==> src/rtl/seg7_pkg.sv <==
// Shared constants and types for the multiplexed seven-segment scanner.
package seg7_pkg;

    typedef enum logic {
        BLANK = 1'b0,
        SHOW  = 1'b1
    } scan_state_t;

    localparam logic [6:0] SEG_OFF = 7'h7F;

    // Active-low {g,f,e,d,c,b,a}; entry n is the glyph for hex digit n.
    localparam logic [15:0][6:0] SEG_TABLE = {
        7'h0E, 7'h06, 7'h21, 7'h46, 7'h03, 7'h08, 7'h10, 7'h00,
        7'h78, 7'h02, 7'h12, 7'h19, 7'h30, 7'h24, 7'h79, 7'h40
    };

    function automatic int max_int(input int a, input int b);
        return (a > b) ? a : b;
    endfunction

    function automatic int idx_width(input int n);
        return (n > 1) ? $clog2(n) : 1;
    endfunction

endpackage

==> src/rtl/seg7_scan_if.sv <==
// Display-side bundle: digit values in, scanned anode/segment drive out.
// No valid/ready: inputs are level signals sampled only at each frame boundary.
interface seg7_scan_if
    import seg7_pkg::*;
#(
    parameter int NUM_DIGITS = 4
) ();
    localparam int IW = idx_width(NUM_DIGITS);

    logic [4*NUM_DIGITS-1:0] digits;
    logic [NUM_DIGITS-1:0]   dp;
    logic                    blank_lz;
    logic [NUM_DIGITS-1:0]   an;
    logic [6:0]              seg;
    logic                    dp_n;
    logic                    frame_start;
    scan_state_t             dbg_state;
    logic [IW-1:0]           dbg_idx;

    modport master (
        output digits, dp, blank_lz,
        input  an, seg, dp_n, frame_start, dbg_state, dbg_idx
    );

    modport slave (
        input  digits, dp, blank_lz,
        output an, seg, dp_n, frame_start, dbg_state, dbg_idx
    );
endinterface

==> src/rtl/seg7_decode.sv <==
// Combinational hex nibble to active-low seven-segment pattern.
module seg7_decode
    import seg7_pkg::*;
(
    input  logic [3:0] nib,
    output logic [6:0] seg
);
    assign seg = SEG_TABLE[nib];
endmodule

==> src/rtl/seg7_scan.sv <==
// Time-multiplexed seven-segment driver with per-slot dead time and
// once-per-frame shadow latching of the displayed value.
module seg7_scan
    import seg7_pkg::*;
#(
    parameter int NUM_DIGITS  = 4,
    parameter int REFRESH_CNT = 100000,
    parameter int BLANK_CNT   = 1000
) (
    input  logic        clk,
    input  logic        rst_ext,
    seg7_scan_if.slave  bus
);
    localparam int CNT_MAX = max_int(BLANK_CNT, REFRESH_CNT);
    localparam int CW      = (CNT_MAX > 1) ? $clog2(CNT_MAX) : 1;
    localparam int IW      = idx_width(NUM_DIGITS);

    localparam logic [CW-1:0] BLANK_LAST   = CW'(BLANK_CNT - 1);
    localparam logic [CW-1:0] REFRESH_LAST = CW'(REFRESH_CNT - 1);
    localparam logic [IW-1:0] IDX_LAST     = IW'(NUM_DIGITS - 1);

    if (NUM_DIGITS < 1 || REFRESH_CNT < 1 || BLANK_CNT < 1) begin : g_param_check
        $error("seg7_scan: NUM_DIGITS, REFRESH_CNT and BLANK_CNT must all be >= 1");
    end

    scan_state_t             state_q, state_d;
    logic [CW-1:0]           cnt_q, cnt_d;
    logic [IW-1:0]           idx_q, idx_d;
    logic [4*NUM_DIGITS-1:0] digits_sh_q, digits_sh_d;
    logic [NUM_DIGITS-1:0]   dp_sh_q, dp_sh_d;
    logic                    blz_sh_q, blz_sh_d;
    logic [NUM_DIGITS-1:0]   an_q, an_d;
    logic [6:0]              seg_q, seg_d;
    logic                    dp_n_q, dp_n_d;
    logic                    frame_start_q, frame_start_d;
    logic                    load;

    logic [NUM_DIGITS-1:0]   blank_vec;
    logic [3:0]              nib_sel;
    logic                    dp_sel;
    logic [6:0]              dec_seg;

    always_ff @(posedge clk) begin
        if (rst_ext) begin
            state_q       <= BLANK;
            cnt_q         <= '0;
            idx_q         <= '0;
            digits_sh_q   <= '0;
            dp_sh_q       <= '0;
            blz_sh_q      <= 1'b1;
            an_q          <= '1;
            seg_q         <= SEG_OFF;
            dp_n_q        <= 1'b1;
            frame_start_q <= 1'b0;
        end else begin
            state_q       <= state_d;
            cnt_q         <= cnt_d;
            idx_q         <= idx_d;
            digits_sh_q   <= digits_sh_d;
            dp_sh_q       <= dp_sh_d;
            blz_sh_q      <= blz_sh_d;
            an_q          <= an_d;
            seg_q         <= seg_d;
            dp_n_q        <= dp_n_d;
            frame_start_q <= frame_start_d;
        end
    end

    always_comb begin
        state_d     = state_q;
        cnt_d       = cnt_q + CW'(1);
        idx_d       = idx_q;
        digits_sh_d = digits_sh_q;
        dp_sh_d     = dp_sh_q;
        blz_sh_d    = blz_sh_q;
        load        = 1'b0;
        case (state_q)
            BLANK: begin
                if (cnt_q == BLANK_LAST) begin
                    state_d = SHOW;
                    cnt_d   = '0;
                end
            end
            SHOW: begin
                if (cnt_q == REFRESH_LAST) begin
                    state_d = BLANK;
                    cnt_d   = '0;
                    if (idx_q == IDX_LAST) begin
                        // Frame wrap: the only point where new input values are taken.
                        idx_d       = '0;
                        load        = 1'b1;
                        digits_sh_d = bus.digits;
                        dp_sh_d     = bus.dp;
                        blz_sh_d    = bus.blank_lz;
                    end else begin
                        idx_d = idx_q + IW'(1);
                    end
                end
            end
            default: state_d = BLANK;
        endcase
    end

    // A digit is a leading zero when it and everything above it is zero with no dp.
    always_comb begin
        logic all_zero;
        blank_vec = '0;
        all_zero  = 1'b1;
        for (int i = NUM_DIGITS - 1; i >= 1; i--) begin
            all_zero     = all_zero & (digits_sh_d[4*i +: 4] == 4'h0) & ~dp_sh_d[i];
            blank_vec[i] = blz_sh_d & all_zero;
        end
    end

    assign nib_sel = digits_sh_d[4*idx_d +: 4];
    assign dp_sel  = dp_sh_d[idx_d];

    seg7_decode u_decode (
        .nib (nib_sel),
        .seg (dec_seg)
    );

    // Outputs are computed from next-cycle values so they register alongside state.
    always_comb begin
        an_d          = '1;
        seg_d         = SEG_OFF;
        dp_n_d        = 1'b1;
        frame_start_d = load;
        if (state_d == SHOW && !blank_vec[idx_d]) begin
            an_d[idx_d] = 1'b0;
            seg_d       = dec_seg;
            dp_n_d      = ~dp_sel;
        end
    end

    assign bus.an          = an_q;
    assign bus.seg         = seg_q;
    assign bus.dp_n        = dp_n_q;
    assign bus.frame_start = frame_start_q;
    assign bus.dbg_state   = state_q;
    assign bus.dbg_idx     = idx_q;

endmodule

==> src/flat_wrapper.sv <==
// flat-port wrapper written by rule: the top's interface ports become plain ports
module seg7_scan_flat import seg7_pkg::*;
#(
    parameter int NUM_DIGITS  = 4,
    parameter int REFRESH_CNT = 100000,
    parameter int BLANK_CNT   = 1000
)
  (clk, rst_ext, bus_digits, bus_dp, bus_blank_lz, bus_an, bus_seg, bus_dp_n, bus_frame_start, bus_dbg_state, bus_dbg_idx);
  seg7_scan_if #(.NUM_DIGITS(NUM_DIGITS)) bus_i ();
  input  logic clk;
  input  logic rst_ext;
  input wire logic [$bits(bus_i.digits)-1:0] bus_digits;
  input wire logic [$bits(bus_i.dp)-1:0] bus_dp;
  input wire logic [$bits(bus_i.blank_lz)-1:0] bus_blank_lz;
  output wire logic [$bits(bus_i.an)-1:0] bus_an;
  output wire logic [$bits(bus_i.seg)-1:0] bus_seg;
  output wire logic [$bits(bus_i.dp_n)-1:0] bus_dp_n;
  output wire logic [$bits(bus_i.frame_start)-1:0] bus_frame_start;
  output wire logic [$bits(bus_i.dbg_state)-1:0] bus_dbg_state;
  output wire logic [$bits(bus_i.dbg_idx)-1:0] bus_dbg_idx;
  assign bus_i.digits = bus_digits;
  assign bus_i.dp = bus_dp;
  assign bus_i.blank_lz = bus_blank_lz;
  assign bus_an = bus_i.an;
  assign bus_seg = bus_i.seg;
  assign bus_dp_n = bus_i.dp_n;
  assign bus_frame_start = bus_i.frame_start;
  assign bus_dbg_state = bus_i.dbg_state;
  assign bus_dbg_idx = bus_i.dbg_idx;
  seg7_scan #(.NUM_DIGITS(NUM_DIGITS), .REFRESH_CNT(REFRESH_CNT), .BLANK_CNT(BLANK_CNT)) u_core (.clk(clk), .rst_ext(rst_ext), .bus(bus_i));
endmodule
==> config.mk <==
export PLATFORM = sky130hd
export DESIGN_NAME = seg7_scan_flat
export DESIGN_NICKNAME = d
export VERILOG_FILES = /design/src/rtl/seg7_pkg.sv /design/src/rtl/seg7_scan_if.sv /design/src/rtl/seg7_decode.sv /design/src/rtl/seg7_scan.sv /design/src/flat_wrapper.sv
export SDC_FILE = /design/constraint.sdc
export NUM_CORES = 1
export LEC_CHECK = 0
export BUFFER_PORTS_ARGS = -buffer_cell sky130_fd_sc_hd__buf_2
export CAP_MARGIN = 5
export CORE_UTILIZATION = 52
export DETAILED_ROUTE_END_ITERATION = 16
export PLACE_DENSITY = 0.76
export SLEW_MARGIN = 10
export SYNTH_ARGS = -nofsm -noshare
export SYNTH_HDL_FRONTEND = slang
export SYNTH_HIERARCHICAL = 1
export SYNTH_SLANG_ARGS = --single-unit
==> constraint.sdc <==
create_clock -name clk -period 3 [get_ports clk]
set_clock_uncertainty 0.15 [all_clocks]
set_input_delay 0.3 -clock clk [delete_from_list [all_inputs] [get_ports clk]]
set_output_delay 0.3 -clock clk [all_outputs]
set_load 0.005 [all_outputs]
==> metrics.txt <==
Setup violations, final=0; DR DRC count=0; worst skew pair latency=300 ps; Primary FF master, synth=dfxtp_1; synth-to-layout area growth=17.43%; H-tree depth=2; worst hold slack=67.11 ps; Filler Cell Count=457; Worst EP required=3040 ps; status=finished, final reports clean; vias in the first global route=2291; Avg Cell Area, Syn=8.175 um2; PD cells=345.3 nW/um2; CTS buffer count=5; CTS tree=yes; Diodes inserted=0; CTS clk-pin slew, worst paths=90 ps; Post-synth EDFFs=0; total track usage=22.38%; switching share of power=21.01%; Initial Util=55.29%; CTS max path bufs=2; clock sink count=54; Comb pwr share=3.1%; Sw Pwr=0.0002452 W; Die Span X=76.39 um; Clock power frac=35.0%; area leader, netlist=dfxtp_1; top post-synthesis cells by area=dfxtp_1 38%, nand2_1 9.3%, mux2i_1 5.9%; antenna violations before repair=0; share of cells above drive strength 1=24.01%; Peak VDD IR=0.0002411 V; Die Ht=76.39 um; hpwl dp=4568 um; CP Capture Type=flop; Post-synth top cells=71 x nand2_1, 54 x dfxtp_1, 29 x nor2_1, 25 x a21oi_1, 18 x o21ai_0; Leak=1.291 nW; Site Rows=26; nets=435; Worst Tran Pin Value=657.0 ps; Worst Hold Class=in -> reg; top cell type's share of synthesized area=37.57%; FFs w/ async S/R, synth=0%; fin. max-slew vios=0; global-route wire length before repair=10620 um; Final GP Congestion=0.8531; DIE AREA=5835 um2; sequential element share of the synthesized area=37.57%; worst-path maximum fanout=5; drt initial violations=219; final WL=6277 um; Slew HR=56.20%; Synth Cell Area=2878 um2; via count=2568; period utilization=96.05%; io pins=39; Via density=5.418; Pre-antenna DRT Iters=4; minimum clock period=2881 ps; total gr overflow=0; largest net degree at the start of global routing=28; clock tree root driver cell=clkbuf_8; Critical Path Source Type=flop; Worst Path Arrival=2920 ps; Mapped Cells=352; fmax=347.0 MHz; Core Region=5205 um2; max_cap viols=0; Yosys warning total=6; Crit Path Class=reg -> reg; P_int=0.0009219 W; total power=0.001167 W; IO buf count=38; wire length per cell=13.24 um; Hold-fix buffers, CTS=0; synthesized net count=384; Yosys reg bits=54; most common cell in the netlist=nand2_1; Unique masters post-synth=53; sequential power share=62.0%; Antenna Nets Post-Route=0; Fin. Hold Viols=0
-- routing by layer --
layer	GRT usage [%]	up-vias	share of wire, %
met5	0	-	0
met3	3.952	4	4.5
li1	-	1316	-
met2	35.59	63	48
met4	6.346	0	0.70
met1	31.03	1185	47
-- final timing paths --
check | end | cells after the start | slack (ps) | start
worst max-delay path | u_core/bus.seg[5] | 12 | 120 | u_core/cnt_q[0]
worst min-delay path | u_core/blz_sh_q | 3 | 70 | bus_blank_lz
worst max register to register | u_core/bus.seg[5] | 12 | 120 | u_core/cnt_q[0]
worst min register to register | u_core/cnt_q[0] | 1 | 320 | u_core/cnt_q[0]
-- metrics by stage --
stage	setup WS (ps)	cells	util, %	TNS (ps)	area, um2
floorplan	18.00	352	-	0	2878
global placement	74.21	460	61.54	0	3203
detailed placement	-3.455	460	61.54	-5.604	3203
CTS	61.01	468	63.41	0	3301
global route	-23.08	474	64.93	-55.81	3379
finish	118.5	474	64.93	0	3379
-- power groups by stage --
stage                     Combinational [W]  Clock (W)  Sequential, W
final                             0.0000359   0.000408       0.000723
after global routing              0.0000419   0.000451       0.000724
after CTS                         0.0000363   0.000423       0.000723
after detailed placement          0.0000362          0       0.000740
after global placement            0.0000357          0       0.000740
after floorplan                   0.0000162          0       0.000739
-- layout by cell type (no fill, tap or decap), drive strengths merged, types with 7 or more instances in the layout --
master / instances
nand3: 10
o21ai: 24
or2: 8
mux2i: 18
dfxtp: 54
nor2: 29
nand2: 73
ha: 9
clkbuf: 7
nand4: 10
a21oi: 26
buf: 64
xor2: 12
-- area by class of cell --
class / instances / area, um2 / area share (%)
clock inverter: 1 / 5.005 / 0.1481
tap: 70 / 87.58 / 2.592
sequential: 54 / 1082 / 32.03
clock buffer: 7 / 86.33 / 2.555
inverter: 6 / 25.02 / 0.7405
timing repair buffer: 64 / 385.4 / 11.40
multi-input combinational: 272 / 1708 / 50.54
-- state kept, by name, indices dropped and copies added (netlist names), 2 cells and up --
name                cells
u_core/bus.seg          7
u_core/digits_sh_q     16
u_core/bus.an           4
u_core/cnt_q           17
u_core/bus.dbg_idx      2
u_core/dp_sh_q          4
-- logic make-up (layout without fill, tap and decap cells) --
family | count (synthesis) | in the layout | synth area share [%]
compound gates | 68 | 68 | 14.35
buf+inv | 26 | 78 | 4.435
simple gates | 160 | 160 | 27.70
flops | 54 | 54 | 37.57
xor+xnor | 15 | 15 | 4.565
fa+ha+maj | 9 | 9 | 3.913
mux | 20 | 20 | 7.478
-- critical path: stages, from the launching register on --
cell and delay, ps:
dfxtp_1 380, ha_1 250, nand4_1 200, nor4b_4 310, nand4_1 220, o221ai_2 230
o22ai_2 140, buf_4 160, ha_1 210, nand2_4 90, o21a_1 130, o22ai_2 70
or2_1 220
-- repair_timing --
| item | in CTS | in global routing |
|---|---|---|
| buffers inserted | 0 | 6 |
| gates cloned | 0 | 0 |
| pin swaps | 0 | 2 |
| setup endpoints to repair | 2 | 3 |
| gates resized for setup | 1 | 9 |
| endpoints found under the hold margin | 0 | 0 |
No activity file was read; power rests on OpenSTA's default activity.
